--- src/rtl/bus_dev_rx_port.sv ---
// bus_dev_rx_port
// Device-side receive port of the multi-drop bus. Watches the bus push strobe,
// keeps packets addressed to this device (or broadcast, when enabled), and
// buffers them in a DEPTH-entry FIFO that the device drains with pop.
//
// Build option:
//   BUS_RX_BCAST_EN  when defined, packets whose destination equals BCAST_ID
//                    are accepted as hits; otherwise they are ignored.
//
// Ports:
//   clk       in   sole clock, rising edge
//   reset     in   synchronous, active-high
//   push      in   bus delivers D_push this cycle
//   D_push    in   packet; [BITS-1:BITS-8] destination ID, rest payload
//   pop       in   device consumes the head entry
//   D_pop     out  head entry (zeros when empty)
//   pndng     out  FIFO non-empty
//   full      out  count == DEPTH
//   count     out  number of stored entries
//   drop_cnt  out  addressed packets lost to a full FIFO, saturating at 255
//   misroute  out  sticky: a push carried an illegal, non-broadcast destination
module bus_dev_rx_port #(
  parameter int         BITS     = 16,
  parameter int         DRVRS    = 4,
  parameter logic [7:0] ID       = 8'd0,
  parameter int         DEPTH    = 8,
  parameter logic [7:0] BCAST_ID = 8'hFF
) (
  input  logic                     clk,
  input  logic                     reset,
  input  logic                     push,
  input  logic [BITS-1:0]          D_push,
  input  logic                     pop,
  output logic [BITS-1:0]          D_pop,
  output logic                     pndng,
  output logic                     full,
  output logic [$clog2(DEPTH):0]   count,
  output logic [7:0]               drop_cnt,
  output logic                     misroute
);

  localparam int AW = $clog2(DEPTH);
  localparam int CW = AW + 1;

  logic [BITS-1:0] mem [DEPTH];

  logic [AW-1:0] wr_reg;
  logic [AW-1:0] rd_reg;
  logic [CW-1:0] count_reg;
  logic [CW-1:0] count_next;
  logic          pndng_reg;
  logic          full_reg;
  logic [7:0]    drop_cnt_reg;
  logic          misroute_reg;

  logic [7:0] dest;
  logic       bcast_en;
  logic       hit;
  logic       pop_eff;
  logic       wr_en;
  logic       drop;
  logic       bad_dest;

`ifdef BUS_RX_BCAST_EN
  assign bcast_en = 1'b1;
`else
  assign bcast_en = 1'b0;
`endif

  assign dest    = D_push[BITS-1:BITS-8];
  assign hit     = push && ((dest == ID) || (bcast_en && (dest == BCAST_ID)));
  assign pop_eff = pop && pndng_reg;
  // A pop on a full FIFO frees the slot the same edge, so the write still lands.
  assign wr_en   = hit && (!full_reg || pop_eff);
  assign drop    = hit && full_reg && !pop_eff;
  // Misroute is judged on every push, whether or not it targets this port.
  assign bad_dest = push && (int'(dest) >= DRVRS) && (dest != BCAST_ID);

  always_comb begin
    count_next = count_reg;
    case ({wr_en, pop_eff})
      2'b10:   count_next = count_reg + CW'(1);
      2'b01:   count_next = count_reg - CW'(1);
      default: count_next = count_reg;
    endcase
  end

  always_ff @(posedge clk) begin
    if (reset) begin
      wr_reg       <= '0;
      rd_reg       <= '0;
      count_reg    <= '0;
      pndng_reg    <= 1'b0;
      full_reg     <= 1'b0;
      drop_cnt_reg <= '0;
      misroute_reg <= 1'b0;
    end else begin
      if (wr_en)   wr_reg <= wr_reg + AW'(1);
      if (pop_eff) rd_reg <= rd_reg + AW'(1);
      count_reg <= count_next;
      pndng_reg <= (count_next != '0);
      full_reg  <= (count_next == CW'(DEPTH));
      if (drop && (drop_cnt_reg != 8'hFF)) drop_cnt_reg <= drop_cnt_reg + 8'd1;
      if (bad_dest) misroute_reg <= 1'b1;
    end
  end

  // Storage is not reset; each entry loads only when the write pointer selects it.
  generate
    for (genvar gi = 0; gi < DEPTH; gi++) begin : g_mem
      always_ff @(posedge clk) begin
        if (!reset && wr_en && (wr_reg == AW'(gi))) mem[gi] <= D_push;
      end
    end
  endgenerate

  assign D_pop    = pndng_reg ? mem[rd_reg] : '0;
  assign pndng    = pndng_reg;
  assign full     = full_reg;
  assign count    = count_reg;
  assign drop_cnt = drop_cnt_reg;
  assign misroute = misroute_reg;

endmodule

--- config.mk ---
export PLATFORM = sky130hd
export DESIGN_NAME = bus_dev_rx_port
export DESIGN_NICKNAME = d
export VERILOG_FILES = /design/src/rtl/bus_dev_rx_port.sv
export SDC_FILE = /design/constraint.sdc
export NUM_CORES = 1
export LEC_CHECK = 0
export CAP_MARGIN = 25
export CELL_PAD_IN_SITES_DETAIL_PLACEMENT = 1
export CELL_PAD_IN_SITES_GLOBAL_PLACEMENT = 1
export CORE_MARGIN = 1
export CORE_UTILIZATION = 58
export CTS_CLUSTER_DIAMETER = 100
export DETAILED_ROUTE_END_ITERATION = 8
export DONT_BUFFER_PORTS = 1
export PLACE_DENSITY_LB_ADDON = 0.1
export SYNTH_ARGS = -nofsm -noshare
export SYNTH_HDL_FRONTEND = slang
export SYNTH_SLANG_ARGS = --single-unit
--- constraint.sdc ---
create_clock -name clk -period 5.1 [get_ports clk]
set_clock_uncertainty 0.1 [all_clocks]
set_input_delay 0.255 -clock clk [delete_from_list [all_inputs] [get_ports clk]]
set_output_delay 0.255 -clock clk [all_outputs]
set_load 0.02 [all_outputs]
==> impl_metrics.env <==
export IMPL_cap_violations=0
export IMPL_timing_setup_tns_ns=0
export IMPL_drt_vias_per_instance=6.18
export IMPL_dr_first_iter_drc_count=241
export IMPL_synth_flop_cell="edfxtp_1"
export IMPL_ys_warn_count=0
export IMPL_met1_usage_pct=31.9
export IMPL_syn_nets=380
export IMPL_vias=3259
export IMPL_synth_edf_count=128
export IMPL_synthArstFlopShare_pct=0
export IMPL_cp_required_ns=5.14
export IMPL_postCtsSetupBuffers=0
export IMPL_design_core_area_sq_um=10300
export IMPL_crit_reg2reg_launch="full$_SDFF_PP0_"
export IMPL_worst_slew_pin_slew_ns=1.04
export IMPL_p_leak_uw=0.00226
export IMPL_powerDensity_nw_per_um2=372
export IMPL_grt_first_pass_wirelength_um=20500
export IMPL_die_area_sq_um=11000
export IMPL_dpl_cell_area_sq_um=6300
export IMPL_rsz0062_at_grt="no"
export IMPL_nets=410
export IMPL_synth_area_sq_um=6160
export IMPL_io_pins=51
export IMPL_synth_fa_ha_area_share_pct=2.56
export IMPL_synth_cell_types=44
export IMPL_avgRoutedWirePerCell_um=25.1
export IMPL_endpoint="mem[5][5]$_DFFE_PP_"
export IMPL_grt_usage_pct=26.4
export IMPL_arrival_ns=2.85
export IMPL_grt_max_degree=33
export IMPL_h_tree_depth=4
export IMPL_reg2reg_depth=4
export IMPL_setup_violations=0
export IMPL_die_width_um=105
export IMPL_post_route_min_period_ns=2.81
export IMPL_min_period_over_period_pct=55.1
export IMPL_synth_compound_area_share_pct=2.62
export IMPL_largest_register_ffs=128
export IMPL_diodes=0
export IMPL_status="completed"
export IMPL_hold_viol_final=0
export IMPL_crit_chain="dlygate4sd3_1, nor4_4, nand4b_1, nor2_1, and3_1"
export IMPL_report_final_slew_viol_count=0
export IMPL_avgSynthCellArea_sq_um=17.7
export IMPL_final_common_cell="edfxtp_1"
export IMPL_io_buffers=0
export IMPL_clockBufferDepth=2
export IMPL_cts_root_buf="clkbuf_8"
export IMPL_reg2reg_setup_slack_ns=2.39
export IMPL_cts_sinks=152
export IMPL_cp_startpoint="D_push[15]"
export IMPL_setup_slack_ns=2.29
export IMPL_path_max_fanout=16
export IMPL_area_growth_pct=15.4
export IMPL_ys_seq_area_share_pct=70.2
export IMPL_use_met3_pct=6.61
export IMPL_numCtsBuffers=17
export IMPL_clk_pin_slew_ns=0.06
export IMPL_relSlewSlack_pct=30.8
export IMPL_row_count=37
export IMPL_fmax_ghz=0.356
export IMPL_ctsHoldBuffers=19
export IMPL_cp_slowest_stage_delay_ns=0.90
export IMPL_synth_xor_area_share_pct=0.711
export IMPL_top_usage_layer="met2"
export IMPL_ctsResizeCount=0
export IMPL_synthMuxAreaShare_pct=15.0
export IMPL_initial_core_util_pct=59.6
export IMPL_pre_cts_slack_ns=2.39
export IMPL_synth_top_family_by_area="multiplexers"
export IMPL_yosys_area_share_simple_pct=7.38
export IMPL_worstSetupEndpointType="register"
export IMPL_cp_slowest_cell="and3_1"
export IMPL_overflow=0
export IMPL_rr_endpoint="mem[5][5]$_DFFE_PP_"
export IMPL_use_met2_pct=45.2
export IMPL_ys_ff_latch=152
export IMPL_antenna_found_initial=0
export IMPL_worst_setup_path_type="in -> reg"
export IMPL_vdd_drop_max_mv=0.232
export IMPL_grt_pass1_vias=3676
export IMPL_ant_nets=0
export IMPL_drc_errors=0
export IMPL_final_cell_area_sq_um=7100
export IMPL_dpl_hpwl_um=7440
export IMPL_drt_wl_total_um=13200
export IMPL_first_pass_iters=4
export IMPL_mostFrequentLayoutCells="edfxtp_1 (128), mux4_2 (32), dfxtp_1 (23)"
export IMPL_synthCells=348
export IMPL_die_h_um=105
export IMPL_min_path_type="in -> reg"
export IMPL_fill_cells=872
export IMPL_startpoint_type="input pin"
export IMPL_clk_latency_ns=0.52
export IMPL_drive_gt1_share_pct=17.1
export IMPL_gp_congestion=0.698
export IMPL_cts_tree="built"
==> metrics by stage <==
step                hold slack, ns  util [%]  total power [uW]  std cells
global route                0.0713      68.8              2710        527
floorplan                    0.254         -              1440        348
detailed placement           0.226      61.0              1450        474
finish                      0.0691      68.8              2640        527
global placement             0.226      61.0              1450        474
CTS                        0.00158      68.3              2650        525
==> how the worst min path moves through the flow <==
| stage | from | slack [ns] | depth (start not counted) | to |
|---|---|---|---|---|
| 2_1_floorplan | D_push[0] | 0.25 | 0 | mem[0][0]$_DFFE_PP_ |
| 3_3_place_gp | reset | 0.23 | 1 | register |
| 3_5_place_dp | reset | 0.23 | 1 | register |
| 4_1_cts | D_push[13] | 0.002 | 3 | misroute$_SDFFE_PP0P_ |
| 5_1_grt | D_push[13] | 0.07 | 3 | misroute$_SDFFE_PP0P_ |
| 6_report | D_push[13] | 0.07 | 3 | misroute$_SDFFE_PP0P_ |
==> power breakdown <==
group	switching (uW)	total (uW)	internal (uW)
combinational	58.1	100	42.1
sequential	5.17	1350	1350
clock	460	1190	732
==> synth_stat cells (2+ instances only) <==
library cell  instances  area share, %
edfxtp_1            128             62
mux4_2               32             12
dfxtp_1              24            7.8
mux2i_1              19            3.1
nor2b_1              18            1.8
nor2_1               14           0.85
a21oi_1              11           0.89
ha_1                 11            2.2
inv_1                10           0.61
nand2_1              10           0.61
clkbuf_1              9           0.55
and2_1                5           0.51
nand3_1               5           0.41
nand4_1               5           0.51
o21ai_0               4           0.33
xor2_1                4           0.57
and3_1                3           0.30
buf_2                 3           0.24
o31ai_1               3           0.37
or3_1                 3           0.30
buf_1                 2           0.12
nand4b_1              2           0.28
or4_1                 2           0.24
==> layer usage <==
| layer | vias to the layer above | part of all wire, % |
|---|---|---|
| li1 | 1435 | - |
| met1 | 1706 | 41 |
| met2 | 97 | 52 |
| met3 | 21 | 5.7 |
| met4 | 0 | 1.7 |
| met5 | - | 0 |
==> final cells by class <==
type,count,area (sq um),area share (%)
clock buffer,19,422,5.94
inverter,10,37.5,0.528
timing repair buffer,25,275,3.87
clock inverter,13,135,1.90
tap,136,170,2.40
multi-input combinational,172,1740,24.5
sequential,152,4330,60.9
==> kinds of logic after synthesis <==
family                   Yosys count
XOR/XNOR                           5
AND/OR/NAND/NOR                   77
adder cells (fa/ha/maj)           12
buffers and inverters             24
flip-flops                       152
AO/OA/AOI/OAI                     26
multiplexers                      52
==> critical path: cells and delay by family <==
family | cells | cell delay, ns
and+or+nand+nor | 4 | 1.89
buffers and inverters | 1 | 0.69
No activity file was read; power rests on OpenSTA's default activity.
